==> src/rtl/thermo_pkg.sv <==
// Shared definitions for the thermometer-code capture front end:
// default widths, buffer state encoding and the code-validity check.
package thermo_pkg;

  localparam int WIDTH_DEF     = 15;
  localparam int ERR_CNT_W_DEF = 8;
  localparam int MAX_W         = 64;

  typedef enum logic [0:0] {
    EMPTY = 1'b0,
    FULL  = 1'b1
  } state_e;

  // A code of the form 0..01..1 plus one is a power of two, so it shares no set bit with itself.
  function automatic logic is_thermo(input logic [MAX_W-1:0] code);
    return ((code & (code + 64'd1)) == 64'd0);
  endfunction

endpackage

==> src/rtl/thermo_bubble_fix.sv <==
// Combinational bubble corrector: 3-input majority smoothing, falling back
// to a popcount-derived thermometer code when smoothing leaves a bubble.
module thermo_bubble_fix
  import thermo_pkg::*;
#(
  parameter int WIDTH = WIDTH_DEF
) (
  input  logic [WIDTH-1:0] code,
  output logic [WIDTH-1:0] corrected,
  output logic             invalid
);

  localparam int CNT_W = $clog2(WIDTH + 1);

  logic [WIDTH+1:0] ext_s;
  logic [WIDTH-1:0] maj_s;
  logic [WIDTH-1:0] fill_s;
  logic [CNT_W-1:0] ones_s;

  // Virtual bits: below the lowest threshold reads 1, above the highest reads 0.
  assign ext_s = {1'b0, code, 1'b1};

  // Majority of each bit with its two neighbours.
  always_comb begin
    maj_s = {WIDTH{1'b0}};
    for (int i = 0; i < WIDTH; i++) begin
      maj_s[i] = (ext_s[i] & ext_s[i+1]) | (ext_s[i] & ext_s[i+2]) | (ext_s[i+1] & ext_s[i+2]);
    end
  end

  // Count of set input bits.
  always_comb begin
    ones_s = {CNT_W{1'b0}};
    for (int i = 0; i < WIDTH; i++) begin
      ones_s = ones_s + CNT_W'(code[i]);
    end
  end

  // Thermometer code with the lowest ones_s bits set.
  always_comb begin
    fill_s = {WIDTH{1'b0}};
    for (int i = 0; i < WIDTH; i++) begin
      fill_s[i] = (CNT_W'(i) < ones_s);
    end
  end

  // Prefer the smoothed code; it preserves level when a single bit flipped.
  always_comb begin
    if (is_thermo(MAX_W'(maj_s))) begin
      corrected = maj_s;
    end else begin
      corrected = fill_s;
    end
  end

  assign invalid = !is_thermo(MAX_W'(code));

endmodule

==> src/rtl/thermo_capture.sv <==
// Flash comparator capture: synchronizes the raw thermometer bank, corrects
// bubbles on a sample strobe and holds the result in a one-entry output buffer.
module thermo_capture
  import thermo_pkg::*;
#(
  parameter int WIDTH       = WIDTH_DEF,
  parameter int SYNC_STAGES = 2,
  parameter int ERR_CNT_W   = ERR_CNT_W_DEF
) (
  input  logic                 clk,
  input  logic                 rst_n,
  input  logic [WIDTH-1:0]     thermo_raw,
  input  logic                 sample_en,
  input  logic                 out_ready,
  input  logic                 err_clr,
  output logic [WIDTH-1:0]     thermo_out,
  output logic                 out_valid,
  output logic                 bubble_err,
  output logic [ERR_CNT_W-1:0] err_count,
  output logic                 overrun
);

  localparam logic [0:0] S_EMPTY = EMPTY;
  localparam logic [0:0] S_FULL  = FULL;

  logic [WIDTH-1:0]     sync_r [SYNC_STAGES];
  logic [WIDTH-1:0]     t_s;
  logic [WIDTH-1:0]     corrected_s;
  logic                 invalid_s;
  logic                 accept_s;
  logic                 drop_s;
  logic [0:0]           state_r;
  logic [0:0]           state_next_s;
  logic [WIDTH-1:0]     thermo_out_r;
  logic                 bubble_err_r;
  logic [ERR_CNT_W-1:0] err_count_r;
  logic                 overrun_r;

  // Synchronizer chain for the asynchronous comparator outputs.
  always_ff @(posedge clk or negedge rst_n) begin
    if (!rst_n) begin
      for (int s = 0; s < SYNC_STAGES; s++) begin
        sync_r[s] <= {WIDTH{1'b0}};
      end
    end else begin
      sync_r[0] <= thermo_raw;
      for (int s = 1; s < SYNC_STAGES; s++) begin
        sync_r[s] <= sync_r[s-1];
      end
    end
  end

  assign t_s = sync_r[SYNC_STAGES-1];

  thermo_bubble_fix #(
    .WIDTH (WIDTH)
  ) u_fix (
    .code      (t_s),
    .corrected (corrected_s),
    .invalid   (invalid_s)
  );

  assign accept_s = sample_en && ((state_r == S_EMPTY) || out_ready);
  assign drop_s   = sample_en && (state_r == S_FULL) && !out_ready;

  // Next buffer state.
  always_comb begin
    state_next_s = S_EMPTY;
    case (state_r)
      S_EMPTY: begin
        if (accept_s) begin
          state_next_s = S_FULL;
        end else begin
          state_next_s = S_EMPTY;
        end
      end
      S_FULL: begin
        if (out_ready && !sample_en) begin
          state_next_s = S_EMPTY;
        end else begin
          state_next_s = S_FULL;
        end
      end
      default: state_next_s = S_EMPTY;
    endcase
  end

  // Buffer state, held code and error bookkeeping; err_clr wins over new events.
  always_ff @(posedge clk or negedge rst_n) begin
    if (!rst_n) begin
      state_r      <= S_EMPTY;
      thermo_out_r <= {WIDTH{1'b0}};
      bubble_err_r <= 1'b0;
      err_count_r  <= {ERR_CNT_W{1'b0}};
      overrun_r    <= 1'b0;
    end else begin
      state_r      <= state_next_s;
      bubble_err_r <= accept_s && invalid_s;
      if (accept_s) begin
        thermo_out_r <= corrected_s;
      end
      if (err_clr) begin
        err_count_r <= {ERR_CNT_W{1'b0}};
      end else if (accept_s && invalid_s && (err_count_r != {ERR_CNT_W{1'b1}})) begin
        err_count_r <= err_count_r + ERR_CNT_W'(1);
      end
      if (err_clr) begin
        overrun_r <= 1'b0;
      end else if (drop_s) begin
        overrun_r <= 1'b1;
      end
    end
  end

  assign thermo_out = thermo_out_r;
  assign out_valid  = (state_r == S_FULL);
  assign bubble_err = bubble_err_r;
  assign err_count  = err_count_r;
  assign overrun    = overrun_r;

endmodule
==> config.mk <==
export PLATFORM = sky130hd
export DESIGN_NAME = thermo_capture
export DESIGN_NICKNAME = d
export VERILOG_FILES = /design/src/rtl/thermo_pkg.sv /design/src/rtl/thermo_bubble_fix.sv /design/src/rtl/thermo_capture.sv
export SDC_FILE = /design/constraint.sdc
export NUM_CORES = 1
export LEC_CHECK = 0
export CAP_MARGIN = 30
export CELL_PAD_IN_SITES_DETAIL_PLACEMENT = 1
export CELL_PAD_IN_SITES_GLOBAL_PLACEMENT = 1
export CORE_MARGIN = 2
export CORE_UTILIZATION = 46
export DETAILED_ROUTE_END_ITERATION = 12
export PLACE_DENSITY = 0.9
export SLEW_MARGIN = 30
export SYNTH_ARGS = -nofsm -noshare
export SYNTH_HDL_FRONTEND = slang
export SYNTH_SLANG_ARGS = --single-unit
==> constraint.sdc <==
create_clock -name clk -period 9 [get_ports clk]
set_input_delay 0.9 -clock clk [delete_from_list [all_inputs] [get_ports clk]]
set_output_delay 0.9 -clock clk [all_outputs]
set_load 0.01 [all_outputs]
==> run summary, run 1 <==
The run finished with clean final reports. In the routed design, unresolved DRC markers number 0. The clock network accounts for 18.0% of the total power. The largest fanout of any net on the critical path was 8. TritonCTS built the clock tree.

The tools report the destination of the worst register-to-register timing path as thermo_out[4]$_DFFE_PN0P_. Max-cap violations in this run came to 0. The tools report the portion of total power attributed to sequential cells as 38.1%.

In this run the register-to-register setup slack is 4.26 ns. The final route contains 2,635 vias. Measured against its own limit, the worst slew margin works out to 43.60%. The die covers 7641 um2.

The largest individual stage delay along the critical path comes from the cell fa_1. Yosys attributes the largest share of cell area to dfrtp_1, fa_1, ha_1. Counting instances in the post-synthesis netlist gives the leading cell types as dfrtp_1, nand2_1, a21oi_1. For this run, the register share of the synthesized area comes to 43.78%. The logs give 2 for the maximum number of buffers from clock root to sink and 0 for the number of buffers added to fix hold violations after cts.

In the final routed layout, each cell accounts on average for 18.69 um. From left edge to right edge, the die measures 87.42 um. The critical path class is reg2reg. Setup repair after global routing left no endpoint under its margin.

Dividing total power by cell area gives a power density of 221.0 nW/um2. The tools report the endpoint kind of the worst setup timing path as a register. Summed over all cells, the static leakage comes to 1.564 nW.

Measured in cells, the most critical reg-to-reg path has a length of 14. The initial standard-cell utilization of the core is 47.37%, and the largest net degree at the start of global routing is 57. In this run the tool buffered the top-level ports with 45 buffer cells. The number of antenna diodes in the final layout is 0. Number of antenna violations at the first check in global routing: 0.

For this block, the routed nets add up to 8187 um of wire. The worst setup path is launched from a register. The classification of the worst-slack hold path was reg2reg.

The area of the core was 6756 um2; the worst hold path cell count was 0. For the number of placed instances with taps included, the log shows 430. For the number of pins with negative max-slew slack in the final report, the log shows 0. In this run the power spent charging and discharging nets is 321.5 uW.

Using the TritonRoute via totals, the vias-per-cell ratio works out to 6.016. In the final timing run, aggregate negative setup slack is 0 ns. After clock tree synthesis, the setup repair step added 0 buffers. Of the available clock period, the critical path in the final layout requires 52.63%. The portion of total power attributed to combinational logic was 43.9%; the iteration-0 DRC count of the detailed router was 193. Share of layout cells above drive strength 1: 7.263%. The transition time at the pin with the least slew margin is 0.8443 ns. For this run, the total global-route usage over all layers was measured as 23.13%.

The cell occurring most often along the worst timing path was fa_1. The run gives 63 as the post-synthesis cell type count. Net switching is 38.92% of the power. IR analysis of the VDD net gives a maximum drop of 0.1020 mV. In the final design database the tool counted 398 nets. The run gives 0 as the sum of overflow across all layers after global routing. The path with the worst hold slack has its endpoint at t_s[6]$_DFF_PN0_. The area of the mapped netlist was 3201 um2.

The tree is rooted in a clkbuf_8. The number of failing hold endpoints at the final stage was 0; the number of top-level design ports was 46. The tools report the internal power as 504.6 uW. At the later pin of the worst-skew pair, clock insertion delay measures 0.33 ns. The arrival time reported for the critical path endpoint is 4.95 ns. The fraction of post-synthesis cell area in the top cell type by area was 43.78%. The post-synthesis net count is 363.

dfrtp_1 takes more of the synthesized area than any other cell. The clock drives 56 sinks. The cell count after synthesis came out at 322.

Non-filler instance count after layout: 438. For the via count of the first global-routing pass, the log shows 2,740. The number of register bits inferred by synthesis is 56. The clock period could shrink to 4.736 ns. In this run, CTS created clock tree buffers numbering 5. The maximum level of the CTS H-tree came out at 2. Yosys mapped a number of flops with a built-in enable equal to 0. The number of gates resized after CTS was 0.

Traced cell by cell, the critical path runs through inv_1 -> ha_1 -> inv_1 -> fa_1 -> fa_1 -> fa_1 -> fa_1 -> inv_1 -> ha_1 -> a21o_1 -> a21oi_1 -> xor2_1 -> a21oi_1 -> a221o_1. The run gives 211.1 MHz as the maximum clock frequency. After clock tree synthesis, the clock-pin slew on the worst setup and hold paths is 0.11 ns. For the worst setup path, the data required time is 9.22 ns.

In this run the vertical extent of the chip is 87.42 um. Grouping stages by cell kind, the critical path spends the most delay in adder cells. The number of buffer and inverter instances along the worst setup path is 3, and the number of core rows is 30. For the number of setup violations in the final report, the log shows 0.

A synthesized cell averages 9.940 um2. The most used flip-flop cell after synthesis is dfrtp_1. After legalization and detailed placement, the total HPWL measured 5968 um. The area growth from synthesis to layout is 16.81%. The most instantiated library cell after synthesis was dfrtp_1.

The startpoint of the worst hold path is sync_r[21]$_DFF_PN0_. After synthesis, the share of flip-flops with an asynchronous set or reset is 100.0%. Wire length of the first global-routing pass: 13,630 um.

The tools report the critical register-to-register path startpoint as t_s[1]$_DFF_PN0_. The logs give 0.8975 for the last weighted congestion value of the routability-driven placer and 0.01324 ns for the worst-case clock skew. The pre-antenna-repair detailed-routing pass consisted of 4 iterations.

In this design, the stage delay of the slowest critical-path cell is 0.57 ns. The Yosys step of the flow raised 0 warnings. The antenna violation net count after detailed routing came out at 0.
-- power by group through the flow --
stage,clock network (mW),logic (mW),registers (mW)
3_5_place_dp,0,0.352,0.321
5_1_grt,0.161,0.401,0.320
3_3_place_gp,0,0.340,0.318
6_report,0.149,0.362,0.315
2_1_floorplan,0,0.219,0.323
4_1_cts,0.152,0.359,0.316
-- flip-flops by register name (all words and copies together), names as in the netlist --
register / count
err_count: 8
t_s: 15
overrun: 1
thermo_out: 15
bubble_err: 1
out_valid: 1
sync_r: 15
-- area by class of cell --
| cell class | count | area (um2) |
|---|---|---|
| fill | 772 | 3018 |
| tap | 80 | 100.1 |
| clock inverter | 3 | 26.28 |
| inverter | 25 | 93.84 |
| clock buffer | 5 | 68.82 |
| multi-input combinational | 223 | 1595 |
| timing repair buffer | 46 | 452.9 |
| sequential | 56 | 1401 |
-- placed cells by master, fill, tap and decap left out, drive strengths merged, types with 2 or more instances in the layout --
master	n
o21a	3
dfrtp	56
a32o	2
inv	26
nand2	28
fa	10
a21o	3
o21ai	25
nor2b	3
maj3	3
ha	11
clkinv	2
nand4	8
a32oi	3
and2	2
o41ai	3
clkbuf	5
clkdlybuf4s50	44
buf	2
o32ai	3
nor3b	2
nand2b	5
or3	3
or2	3
nor3	6
xor2	4
nand3	7
xnor2	5
a31oi	7
a21oi	27
o31ai	8
nor2	19
o211ai	3
o22ai	2
-- cell families after synthesis --
kind of cell	count (synthesis)	share of synthesized area, %
AOI/OAI and AO/OA	100	21.27
xor gates and xnor gates	9	2.463
and+or+nand+nor	89	14.27
buffers and inverters	43	6.372
adders and majority gates	24	11.53
muxes	1	0.3128
DFF	56	43.78
-- per-stage QoR --
stage	worst slack (ns)	area [um2]	hold WS, ns	util [%]	total power, mW
detailed placement	4.334	3643	0.3365	53.93	0.6727
floorplan	4.718	3201	0.3312	-	0.5420
global placement	4.571	3643	0.3322	53.93	0.6575
global route	4.015	3739	0.3727	55.33	0.8815
finish	4.264	3739	0.3572	55.33	0.8262
CTS	4.277	3739	0.3619	55.33	0.8270
-- layer usage --
layer / vias up / global-route usage, % / wire length, um
li1: 1212 / - / -
met1: 1321 / 28.43 / 3498
met2: 79 / 40.08 / 4106
met3: 23 / 4.265 / 333
met4: 0 / 8.951 / 248
met5: - / 0 / 0
-- worst max path at each step --
stage	from	endpoint	slack (ns)	cells after the start
after floorplan	t_s[1]$_DFF_PN0_	thermo_out[4]$_DFFE_PN0P_	4.72	14
after global placement	t_s[1]$_DFF_PN0_	thermo_out[4]$_DFFE_PN0P_	4.57	14
after detailed placement	t_s[1]$_DFF_PN0_	thermo_out[4]$_DFFE_PN0P_	4.33	14
after CTS	t_s[1]$_DFF_PN0_	thermo_out[4]$_DFFE_PN0P_	4.28	14
after global routing	t_s[1]$_DFF_PN0_	thermo_out[4]$_DFFE_PN0P_	4.02	14
final	t_s[1]$_DFF_PN0_	thermo_out[4]$_DFFE_PN0P_	4.26	14
Note: power is estimated with default switching activity, not from simulation.
==> run 2, diff against run 1 <==
- CORE_UTILIZATION: 46 -> 42
- PLACE_DENSITY: 0.9 -> 0.83
- clock period: 9 -> 4.81 ns (I/O delays scaled with it)
==> run 2 against run 1 <==
Worst hold slack worse by 0.065 ns; register-to-register slack got worse by 4.0 ns; total power rose by 84%; routed wire length fell by 2.4%; largest power group unchanged; count of clock-buffer cells in the layout up 1; flip-flop and latch count did not move; via count is essentially flat.
==> run summary, run 2 (same netlist as run 1, synthesis figures left out) <==
The number of setup buffers added after CTS is 0. In this run the static leakage power is 1.573 nW. The first-pass iteration count of the detailed router was 4.

The number of setup violations in the final report came out at 0. At the later pin of the worst-skew pair, clock insertion delay measures 0.31 ns. Entering global routing, the biggest net connects 57 pins. The number of antenna diodes in the final layout is 0. After the last flow step, the layout net total stands at 401. After the first detailed-routing iteration, the DRC count stood at 155. Once the clock tree was built, the resizer swapped 0 gates to a different size. The classification of the worst-slack hold path is in2async.

Power spread over the standard cell area amounts to 401.5 nW/um2. The critical path class was reg2reg. The worst-case clock skew was 0.008434 ns. The flow ran to the end, and the final reports show no timing, DRC or antenna violations.

The number of placed instances with taps included is 452, and the number of failing hold endpoints at the final stage is 0. Of all nets on the critical path, the largest fanout is 8. In this run the horizontal extent of the chip is 91.30 um. The tools report the sum of overflow across all layers after global routing as 0. The total of max-cap violations is 0.

The first element of the critical path was t_s[1]$_DFF_PN0_. Routability-driven placement finished with a final weighted congestion of 0.8940. In this run the deepest clock path goes through 2 buffers. The number of antenna violations at the first check in global routing was 0; the clock-pin slew on the worst setup and hold paths was 0.10 ns. The maximum clock frequency is 222.4 MHz, and the combined global-route utilization of all metal layers is 20.43%.

The wire-length estimate of the detail-placed layout is 5971 um. The logs give 47.56% for the worst slew slack as a fraction of its limit and 0 for the antenna violation net count after detailed routing. The number of core rows came out at 31.

The detailed router placed 2,633 vias in this run. The run gives 46 as the number of top-level design ports. The core region is 7331 um2. The number of clock buffers added by TritonCTS is 5. In this run, post-CTS hold repair placed 0 buffers. The root buffer cell chosen for the clock tree is clkbuf_8.

The tools report the total clock sinks as 56. Number of buffers added on ports: 45. Layer carrying the most global-route usage: met2. From synthesis to final layout, the design area changed by 18.41%. IR analysis of the VDD net gives a maximum drop of 0.1755 mV. For the arrival time reported for the critical path endpoint, the log shows 4.70 ns. The via count of the first global-routing pass is 2,734, and the number of pins with negative max-slew slack in the final report is 0. In the layout the commonest cells are dfrtp_1, clkdlybuf4s50_1, nand2_1, a21oi_1, inv_1. The met1 demand-to-capacity share in global routing was 26.15%; the overall routed net length was 7989 um.

TritonCTS built the clock tree. In this run the number of H-tree levels came out at 2. Met2 track utilization from global routing: 34.26%.

Dividing the detail-routed via count by the number of cells gives 5.724. The final critical path time including I/O delays and setup came out at 4.497 ns. For the die area, the log shows 8335 um2. The initial standard-cell utilization of the core was 43.66%.

Critical path startpoint category: a register. Across all hold checks on the routed design, the worst slack comes to 0.2923 ns. The finished layout holds 460 standard cells, fillers aside. The first global-routing pass estimated 13,520 um of wire. The die span in y was 91.30 um. In this run the critical register-to-register path is launched from t_s[1]$_DFF_PN0_. The share of layout cells above drive strength 1 came out at 8.310%. The leading cell type in the layout, fill and taps excluded was dfrtp_1. Dividing the final minimum period by the clock period gives 93.49%. Dividing the detail-routed wire length by the instance count gives 17.37 um.

Data on the critical path is required at its endpoint by 5.01 ns. In the global route stage, met3 resource usage came out at 3.983%. Endpoint kind of the worst setup timing path: a register.

At the pin with the least slew margin, the transition time is 0.7850 ns. In the routed design, unresolved DRC markers number 0.
run 2: per-stage QoR:
step	setup WS (ns)	utilization, %	instance area, um2	setup TNS, ns	power, mW
floorplan	0.5278	-	3201	0	1.014
global placement	0.3773	50.33	3690	0	1.236
detailed placement	0.1763	50.33	3690	0	1.263
CTS	0.1121	51.54	3779	0	1.531
global route	-0.005224	51.70	3790	-0.005224	1.652
finish	0.3134	51.70	3790	0	1.522
run 2: path summary, 6_finish.rpt:
| kind | end | slack (ns) | cells after the start |
|---|---|---|---|
| min in group clk | t_s[4]$_DFF_PN0_ | 0.36 | 0 |
| max in group asynchronous | thermo_out[2]$_DFFE_PN0P_ | 4.08 | 2 |
| max reg2reg | thermo_out[4]$_DFFE_PN0P_ | 0.31 | 14 |
| min | sync_r[25]$_DFF_PN0_ | 0.29 | 2 |
| max | thermo_out[4]$_DFFE_PN0P_ | 0.31 | 14 |
| min reg2reg | t_s[4]$_DFF_PN0_ | 0.36 | 0 |
run 2: layer usage:
layer | vias up | routed length (um)
li1 | 1215 | -
met1 | 1329 | 3437
met2 | 70 | 3974
met3 | 19 | 347
met4 | 0 | 230
met5 | - | 0
run 2: worst max-delay path, stage by stage, from the launching register on:
cell and delay, ns:
dfrtp_1 0.51, inv_1 0.13, ha_1 0.29, inv_1 0.05
fa_1 0.45, fa_1 0.49, fa_1 0.44, fa_1 0.57
inv_1 0.07, ha_1 0.29, a21o_1 0.19, a21oi_2 0.21
xor2_2 0.23, a21oi_1 0.10, a221o_1 0.34
run 2: final cells by class:
cell class	instances	area [um2]
Inverter	25	93.84
Fill cell	832	3541
Tap cell	99	123.9
Sequential cell	56	1401
Timing Repair Buffer	49	475.5
Clock inverter	2	16.27
Multi-Input combinational cell	223	1607
Clock buffer	6	72.57
run 2: report_power, final:
group	internal [mW]	switching, mW	leakage, nW
Clock	0.104	0.158	0.0414
Sequential	0.536	0.0496	0.674
Combinational	0.304	0.370	0.857
Total	0.944	0.577	1.57
==> run 3, diff against run 2 <==
- CAP_MARGIN: 30 -> 25
- CORE_UTILIZATION: 42 -> 43
- MAX_ROUTING_LAYER: unset -> met4
- PLACE_DENSITY: 0.83 -> 0.84
- SYNTH_HIERARCHICAL: unset -> 1
==> run 3 against run 2 <==
Count of clock-buffer cells in the layout is 1 lower; via count is 3.9% lower; critical path type unchanged; worst setup slack worse by 0.12 ns; sequential power is 1% higher; clock skew is 0.0027 ns lower; die area is 0.84% lower; critical endpoint is now thermo_out[10]$_DFFE_PN0P_; highest routed layer unchanged; cell count is 2.4% lower; combinational power is 13% higher; design area is 0.89% higher.
==> run summary, run 3 <==
The flow ran to the end, and the final reports show no timing, DRC or antenna violations. The root buffer cell chosen for the clock tree is clkbuf_8. The run gives 0 as the number of failing hold endpoints at the final stage. The first detailed-routing pass took 4 iterations. Summed over all instances, the cell type with the most area after synthesis is dfrtp_1. After synthesis, the most frequently instantiated cells are dfrtp_1, a21oi_1, nor2_1. The number of buffers added to fix hold violations after cts came out at 0. Counting cells, the worst reg-to-reg path comes to 11. Final critical path time including I/O delays and setup: 4.617 ns. The run gives 2,677 as the via count of the first global-routing pass. The final layout contains 387 nets. The required time of the critical path was 5.02 ns; the clock-pin slew on the worst setup and hold paths was 0.10 ns. Counting flops with a built-in enable in the synthesized netlist gives 0. The tools report the setup total negative slack as 0 ns. The classification of the worst-slack hold path is in2async. The share of synthesized flip-flops with an asynchronous set or reset works out to 100.0%. The total overflow left after global routing is 0. Clock latency on the worst-skew pair, taken at its later pin, is 0.32 ns.

For this run, the top clock speed supported by timing is 216.6 MHz. The run gives 48.09% as the worst slew slack as a fraction of its limit. The count of warnings emitted by yosys was 6.

In the synthesized netlist the dominant register cell turns out to be dfrtp_1. The worst setup path is captured at a register. For the maximum level of the CTS H-tree, the log shows 2. After synthesis, the cell types taking the most area are dfrtp_1, mux2_2, fa_1.

The number of diodes was 0; the worst-case clock skew was 0.005778 ns. The count of buffers added on input and output ports is 45. The logs give 346 for the post-synthesis net count and 46 for the number of top-level design ports. The post-route fraction of the period consumed by the critical path works out to 96.00%.

The wire length of the first global-routing pass is 13,860 um. The largest fanout of any net on the critical path was 11. In the layout the commonest cells are dfrtp_1, clkdlybuf4s50_1, a21oi_1, nor2_1, inv_1.

Setup repair after global routing left no endpoint under its margin. The total clock sinks was 56. OpenSTA, run right after detailed placement, puts the worst setup slack at 0.1389 ns. The placed instances occupy a cell area of 3719 um2.

The logs give 21.78% for the combined global-route utilization of all metal layers and 5 for the clock buffer count from CTS. The largest net degree at the start of global routing came out at 57. The tools report the reg2reg setup slack as 0.19 ns.

The total of max-cap violations is 0, and the detailed-route vias per instance is 5.633. Detailed placement ended at an HPWL of 6204 um. The number of pins with negative max-slew slack in the final report is 0. The share of layout cells above drive strength 1 was 14.00%. After synthesis, the largest area contributor takes up 43.14% of total cell area.

The clock passes through at most 2 buffers. By instance count, the leading cell after synthesis is dfrtp_1. The worst register-to-register path begins at t_s[5]$_DFF_PN0_. The antenna violation net count after detailed routing was 0. Die span in y: 90.91 um.

The final route contains 2,529 vias. After routing the design area is 3824 um2. The logs give 308 for the cell count after synthesis and 0.1815 mV for the worst ir drop on vdd.

The final layout contains routed wiring with a total length of 8273 um. The floorplan step defined a die boundary enclosing 8265 um2. The critical path startpoint category was a register. After detailed routing, the average wire length per cell comes to 18.43 um. Counting tap cells, the placed design contains a total of 441 instances. In this run the critical register-to-register path is captured at thermo_out[10]$_DFFE_PN0P_. The transition time at the pin with the least slew margin was 0.7787 ns. The core region is 7292 um2. The post-synthesis cell type count is 58.

The initial standard-cell utilization of the core is 44.54%, and the non-filler instance count after layout is 449. After detailed routing, the number of remaining DRC violations is 0. The total power divided by cell area came out at 425.2 nW/um2.

In the post-route analysis, the smallest setup slack over all paths is 0.1926 ns. For the number of antenna violations at the first check in global routing, the log shows 0. TritonCTS built the clock tree. The horizontal die dimension was 90.91 um; the arrival time reported for the critical path endpoint was 4.82 ns. The last weighted congestion value of the routability-driven placer came out at 0.8962. For the iteration-0 DRC count of the detailed router, the log shows 168.

Each instance of the synthesized netlist takes up on average 10.55 um2. The run gives 31 as the number of core rows. By startpoint and endpoint, the worst setup path is classified as reg2reg.

The library cell used most frequently in the layout, excluding fill and tap cells, is dfrtp_1. The register area share after synthesis came out at 43.14%. The area of the mapped netlist is 3248 um2. From synthesis to final layout, the design area changed by 17.72%. The number of register bits inferred by synthesis came out at 56. Summed over all cells, the static leakage comes to 1.561 nW. Number of setup violations in the final report: 0.
==> run 3: cell families (layout without fill, tap and decap cells) <==
| family | count (synthesis) | in the layout | synth area share (%) |
|---|---|---|---|
| multiplexers | 28 | 28 | 9.707 |
| buffers and inverters | 39 | 81 | 6.857 |
| adder cells (fa/ha/maj) | 19 | 19 | 9.592 |
| AND/OR/NAND/NOR | 84 | 84 | 13.67 |
| AO/OA/AOI/OAI | 81 | 81 | 16.76 |
| XOR/XNOR | 1 | 1 | 0.2697 |
| flip-flops | 56 | 56 | 43.14 |
==> run 3: through the flow <==
| step | power (mW) | hold slack (ns) | util [%] |
|---|---|---|---|
| after floorplan | 1.075 | 0.1854 | - |
| after global placement | 1.303 | 0.3335 | 51.00 |
| after detailed placement | 1.344 | 0.3363 | 51.00 |
| after CTS | 1.623 | 0.3055 | 52.30 |
| after global routing | 1.740 | 0.3516 | 52.44 |
| final | 1.626 | 0.2862 | 52.44 |
==> run 3: final cells by class <==
cell class / count / area, um2
Sequential cell: 56 / 1401
Clock buffer: 5 / 68.82
Inverter: 23 / 86.33
Clock inverter: 3 / 26.28
Fill cell: 848 / 3468
Tap cell: 99 / 123.9
Multi-Input combinational cell: 213 / 1634
Timing Repair Buffer: 50 / 483.0
==> run 3: critical path: stages (launching register included) <==
cell	delay, ns
dfrtp_1	0.55
fa_1	0.60
inv_1	0.05
fa_1	0.48
fa_1	0.54
fa_1	0.43
fa_1	0.43
fa_2	0.63
nor2_1	0.10
o21a_1	0.18
mux2_4	0.26
mux2_2	0.26
==> run 3: worst max-delay path by stage <==
stage                                  to  slack, ns             start
6_report       thermo_out[10]$_DFFE_PN0P_       0.19  t_s[5]$_DFF_PN0_
5_1_grt         thermo_out[2]$_DFFE_PN0P_       0.03  t_s[5]$_DFF_PN0_
4_1_cts        thermo_out[13]$_DFFE_PN0P_       0.11  t_s[5]$_DFF_PN0_
3_5_place_dp    thermo_out[2]$_DFFE_PN0P_       0.14  t_s[5]$_DFF_PN0_
3_3_place_gp    thermo_out[9]$_DFFE_PN0P_       0.33  t_s[5]$_DFF_PN0_
2_1_floorplan  thermo_out[10]$_DFFE_PN0P_       0.41  t_s[1]$_DFF_PN0_
==> run 3: metal layers <==
metal  vias to the layer above  part of all wire, %  global-route usage, %
met5                         -                    0                      -
met2                        48                   53                  37.56
li1                       1167                    -                      -
met1                      1302                   42                  26.56
met3                        12                  3.6                  3.506
met4                         0                  1.6                  6.187
==> run 3: repair_timing <==
action | in CTS | in global routing
endpoints found under the setup margin | 0 | 6
endpoints found under the hold margin | 0 | 0
gates resized for setup | 0 | 2
setup buffers | 0 | 0
==> run 3: where the power goes <==
part	leakage (nW)	internal, mW	total [mW]	switching (mW)
clock network	0.0491	0.107	0.268	0.161
logic	0.837	0.395	0.764	0.370
registers	0.674	0.542	0.593	0.0509
total	1.56	1.04	1.63	0.581
